**src/rtl/adc_serial_capture.sv**
```systemverilog
// Serial ADC frame capture: generates CS_n/SCLK from clk_100MHz, deserialises
// MSB-first frames and presents each sample with a one-cycle valid strobe.
module adc_serial_capture #(
  parameter int CLK_DIV    = 5,
  parameter int FRAME_BITS = 16,
  parameter int LEAD_BITS  = 4,
  parameter int DATA_BITS  = 12,
  parameter int QUIET_CYC  = 4
) (
  input  logic                 clk_100MHz,
  input  logic                 Rst_n,
  input  logic                 ADC_En,
  input  logic                 ADC_Dout,
  output logic                 ADC_Sclk,
  output logic                 ADC_Cs_n,
  output logic [DATA_BITS-1:0] ADC_Data,
  output logic                 ADC_Valid,
  output logic                 ADC_Frame_Err,
  output logic [15:0]          Sample_Cnt
);

  localparam int CNT_MAX = (2*CLK_DIV > QUIET_CYC) ? 2*CLK_DIV : QUIET_CYC;
  localparam int CNT_W   = $clog2(CNT_MAX + 1);
  localparam int BIT_W   = $clog2(FRAME_BITS + 1);

  localparam logic [CNT_W-1:0] DIV_LAST   = CNT_W'(CLK_DIV - 1);
  localparam logic [CNT_W-1:0] HALF       = CNT_W'(CLK_DIV);
  localparam logic [CNT_W-1:0] PER_LAST   = CNT_W'(2*CLK_DIV - 1);
  localparam logic [CNT_W-1:0] QUIET_LAST = CNT_W'(QUIET_CYC - 1);
  localparam logic [BIT_W-1:0] BIT_LAST   = BIT_W'(FRAME_BITS - 1);

  typedef enum logic [1:0] {IDLE, CS_SETUP, SHIFT, QUIET} state_t;

  state_t                state, state_n;
  logic [CNT_W-1:0]      cnt, cnt_n;
  logic [BIT_W-1:0]      bit_idx, bit_idx_n;
  logic                  stop_req, stop_req_n;
  logic [FRAME_BITS-1:0] shreg;

  logic setup_done, period_done, frame_done, quiet_done, sample_pt;
  logic sclk_d, cs_n_d;

  assign setup_done  = (state == CS_SETUP) && (cnt == DIV_LAST);
  assign period_done = (state == SHIFT) && (cnt == PER_LAST);
  assign frame_done  = period_done && (bit_idx == BIT_LAST);
  assign quiet_done  = (state == QUIET) && (cnt == QUIET_LAST);
  // Sampling edge is the one on which SCLK is driven 0->1.
  assign sample_pt   = (state == SHIFT) && (cnt == DIV_LAST);

  always_ff @(posedge clk_100MHz or negedge Rst_n) begin
    if (!Rst_n) begin
      state    <= IDLE;
      cnt      <= '0;
      bit_idx  <= '0;
      stop_req <= 1'b0;
    end else begin
      state    <= state_n;
      cnt      <= cnt_n;
      bit_idx  <= bit_idx_n;
      stop_req <= stop_req_n;
    end
  end

  always_comb begin
    state_n    = state;
    cnt_n      = cnt + CNT_W'(1);
    bit_idx_n  = bit_idx;
    stop_req_n = stop_req;
    case (state)
      IDLE: begin
        cnt_n      = '0;
        bit_idx_n  = '0;
        stop_req_n = 1'b0;
        if (ADC_En) state_n = CS_SETUP;
      end
      CS_SETUP: begin
        if (!ADC_En) stop_req_n = 1'b1;
        if (setup_done) begin
          state_n   = SHIFT;
          cnt_n     = '0;
          bit_idx_n = '0;
        end
      end
      SHIFT: begin
        if (!ADC_En) stop_req_n = 1'b1;
        if (period_done) begin
          cnt_n = '0;
          if (bit_idx == BIT_LAST) state_n = QUIET;
          else bit_idx_n = bit_idx + BIT_W'(1);
        end
      end
      QUIET: begin
        if (quiet_done) begin
          cnt_n      = '0;
          stop_req_n = 1'b0;
          state_n    = (ADC_En && !stop_req) ? CS_SETUP : IDLE;
        end
      end
      default: state_n = IDLE;
    endcase
  end

  // Pins are derived from the next state so the registered outputs line up
  // with the state register rather than lagging it by a cycle.
  always_comb begin
    sclk_d = 1'b1;
    cs_n_d = 1'b1;
    if (state_n == CS_SETUP) cs_n_d = 1'b0;
    if (state_n == SHIFT) begin
      cs_n_d = 1'b0;
      sclk_d = (cnt_n >= HALF);
    end
  end

  always_ff @(posedge clk_100MHz or negedge Rst_n) begin
    if (!Rst_n) begin
      ADC_Sclk      <= 1'b1;
      ADC_Cs_n      <= 1'b1;
      ADC_Valid     <= 1'b0;
      ADC_Data      <= '0;
      ADC_Frame_Err <= 1'b0;
      Sample_Cnt    <= '0;
      shreg         <= '0;
    end else begin
      ADC_Sclk  <= sclk_d;
      ADC_Cs_n  <= cs_n_d;
      ADC_Valid <= frame_done;
      if (sample_pt) shreg <= {shreg[FRAME_BITS-2:0], ADC_Dout};
      if (frame_done) begin
        ADC_Data      <= shreg[FRAME_BITS-1-LEAD_BITS -: DATA_BITS];
        ADC_Frame_Err <= |shreg[FRAME_BITS-1 -: LEAD_BITS];
        Sample_Cnt    <= Sample_Cnt + 16'd1;
      end
    end
  end

endmodule

```
**config.mk**
```make
export PLATFORM = sky130hd
export DESIGN_NAME = adc_serial_capture
export DESIGN_NICKNAME = d
export VERILOG_FILES = /design/src/rtl/adc_serial_capture.sv
export SDC_FILE = /design/constraint.sdc
export NUM_CORES = 1
export LEC_CHECK = 0
export ABC_AREA = 1
export CELL_PAD_IN_SITES_DETAIL_PLACEMENT = 0
export CELL_PAD_IN_SITES_GLOBAL_PLACEMENT = 2
export CORE_MARGIN = 2
export CORE_UTILIZATION = 35
export CTS_CLUSTER_DIAMETER = 150
export DETAILED_ROUTE_END_ITERATION = 7
export PLACE_DENSITY_LB_ADDON = 0.1
export SLEW_MARGIN = 20
export SYNTH_ARGS = -nofsm -noshare
export SYNTH_HDL_FRONTEND = slang
export SYNTH_SLANG_ARGS = --single-unit
```
**constraint.sdc**
```tcl
create_clock -name clk_100MHz -period 2.1 [get_ports clk_100MHz]
set_input_delay 0.63 -clock clk_100MHz [delete_from_list [all_inputs] [get_ports clk_100MHz]]
set_output_delay 0.63 -clock clk_100MHz [all_outputs]
set_load 0.02 [all_outputs]
```
==> results_dict.tcl <==
set metrics [dict create \
    p_sw_uw 860 \
    p_per_area_mw_per_mm2 809 \
    skew_ps 7.33 \
    die_w_um 95.0 \
    slew_viol_final 0 \
    r2r_end "ADC_Sclk" \
    synth.most_common_cell "nand2_1" \
    r2r_start "bit_idx[0]" \
    syn_nets 317 \
    period_share 0.955 \
    hpwlAfterDp_mm 3.91 \
    synth_top_area_frac 0.501 \
    num_antenna_cells 0 \
    via_per_inst 4.46 \
    place_ws_ps 173 \
    r2r_setup_slack_ps 240 \
    ctsHtreeMaxLevel 3 \
    worstMarginPinSlew_ps 334 \
    grt_usage 0.145 \
    ys_types 28 \
    cp.arrival_ps 1380 \
    synth_area_leaders "dfrtp_1 50%, nand2_1 11%, ha_1 5.2%" \
    rsz0062_at_grt "no" \
    path_max_fanout 4 \
    async_flop_share 1.00 \
    vias 2035 \
    worstPathCellList "clkdlybuf4s50_1" \
    place_inst 440 \
    finalNetCount 362 \
    ys_ff_latch 60 \
    cts_setup_buffers 0 \
    p_int_mw 2.05 \
    ir_drop_mv 0.310 \
    placed_area_mm2 0.00336 \
    cts_made_buffers 9 \
    outcome "completed" \
    reg2reg_depth 13 \
    drc 0 \
    drt_pass1_iterations 4 \
    root_buffer "clkbuf_8" \
    io_pins 36 \
    insertion_delay_ps 340 \
    gp_congestion 0.735 \
    ys_warn_count 0 \
    fill_cells 798 \
    comb_power_share 0.158 \
    fin_cells 456 \
    timing.hold.ws_ps 276 \
    synth_edf_count 0 \
    grt.overflow.total 0 \
    critPathSlowestCell "clkdlybuf4s50_1" \
    drt-total-wl_mm 5.64 \
    port_buffers 35 \
    antenna_left 0 \
    grt_pass1_vias 2004 \
    critPathBufInv 1 \
    fin_tns_setup_ps 0 \
    area_growth_pct 24.3 \
    avgRoutedWirePerCell_um 12.4 \
    p_leak_nw 1.88 \
    drive_gt1_frac 0.168 \
    synth_cells 301 \
    synth_area_mm2 0.00290 \
    stdcell_area_mm2 0.00360 \
    finalCriticalPeriod_ps 2010 \
    switching_share 0.295 \
    row_count 33 \
    initial_core_util 0.356 \
    cts.sinks 60 \
    cts_hold_buf 0 \
    critical-path-max-stage-delay_ps 630 \
    fmax_mhz 498 \
    crit_type "reg -> out" \
    hold_path_class "in -> async" \
    yosys.area.top_type "dfrtp_1" \
    max-clock-path-buffers 2 \
    seq_power_share 0.436 \
    power.total_mw 2.91 \
    final_util 0.443 \
    fin_ws_ps 93.6 \
    antenna_found_initial 0 \
    final-hold-violation-count 0 \
    grt_pass1_wl_mm 9.78 \
    setup.worst_path.start_class "flip-flop" \
    grt_max_degree 61 \
    dieArea_mm2 0.00902 \
    core_mm2 0.00813 \
    synthTopCellsByCount "87 x nand2_1, 58 x dfrtp_1, 34 x inv_1" \
    end_kind "output pin" \
    die_y_um 95.0 \
    finalSetupViolCount 0 \
    p_clk_frac 0.406 \
    cap_viol_max_count 0 \
    path_delay_family "buffers and inverters" \
    path_clk_slew_ps 70 \
    avgSynthCellArea_um2 9.63 \
    yosysSeqAreaShare 0.519 \
    relSlewSlack 0.777 \
    drt-initial-drc-count 106 \
    cts_tree "built" \
    required_ps 1470 \
    yosys_most_used_dff "dfrtp_1" \
]
## timing repair
item | 4_1_cts | 5_1_grt
endpoints found under the setup margin | 1 | 6
hold endpoints to repair | 0 | 0
gates resized for setup | 1 | 6
## kinds of logic (layout without fill, tap and decap cells)
| family | Yosys count | in the layout | synth area share |
|---|---|---|---|
| compound gates | 16 | 16 | 0.0302 |
| xor+xnor | 13 | 13 | 0.0393 |
| fa+ha+maj | 12 | 12 | 0.0518 |
| buf+inv | 42 | 92 | 0.0674 |
| flops | 60 | 60 | 0.519 |
| mux | 15 | 15 | 0.0656 |
| simple gates | 143 | 143 | 0.227 |
## registers in the layout (all words and copies together), names as in the netlist
signal	flops
Sample_Cnt	16
shreg	16
ADC_Data	12
bit_idx	5
cnt	4
state	2
ADC_Cs_n	1
ADC_Frame_Err	1
ADC_Sclk	1
ADC_Valid	1
stop_req	1
## layout by cell type, fill, tap and decap left out, types with 2 or more instances in the layout
cell             instances
nor2_2                   3
xnor2_1                  4
nand3_2                  5
xor2_1                   9
mux2_2                   8
clkbuf_8                 9
o21ai_0                  7
nor3_1                   3
dlymetal6s2s_1           6
nand4_1                  5
a21oi_1                  6
clkinv_4                 3
nand2_2                  4
dfstp_2                  2
nor2_1                  18
buf_4                    4
dfrtp_1                 58
clkdlybuf4s50_1         27
bufinv_16                2
ha_1                    12
nand2_1                 87
mux2_4                   6
nor2_4                   4
inv_2                    2
inv_1                   34
nand3_1                 12
## worst max-delay path by stage
stage,startpoint,to,slack (ps),cells after the start
after global routing,bit_idx[0],ADC_Data[9],20,11
after CTS,ADC_Cs_n,ADC_Cs_n,0.08,1
after global placement,ADC_En,ADC_Sclk,220,10
after floorplan,bit_idx[0],ADC_Sclk,350,14
after detailed placement,ADC_En,ADC_Sclk,170,10
final,Sample_Cnt[9],Sample_Cnt[9],90,1
## power by group through the flow
stage                     clock [mW]  combinational (mW)  sequential [mW]
after floorplan                    0               0.322             1.29
after CTS                       1.22               0.470             1.27
after global placement             0               0.479             1.29
after detailed placement           0               0.470             1.29
final                           1.18               0.460             1.27
after global routing            1.28               0.530             1.28
## layout make-up
cell class	count	area, um^2	share of cell area
tap	105	131	0.0365
timing repair buffer	40	409	0.114
inverter	36	135	0.0375
clock inverter	7	100	0.0278
clock buffer	9	124	0.0344
multi-input combinational	199	1200	0.333
sequential	60	1500	0.418
## metal layers
layer	global-route usage	up-vias	part of all wire
met5	0	-	0
li1	-	1033	-
met4	0.0797	0	0.025
met1	0.194	958	0.50
met3	0.0359	12	0.030
met2	0.213	32	0.44
(Power assumes the default switching activity.)
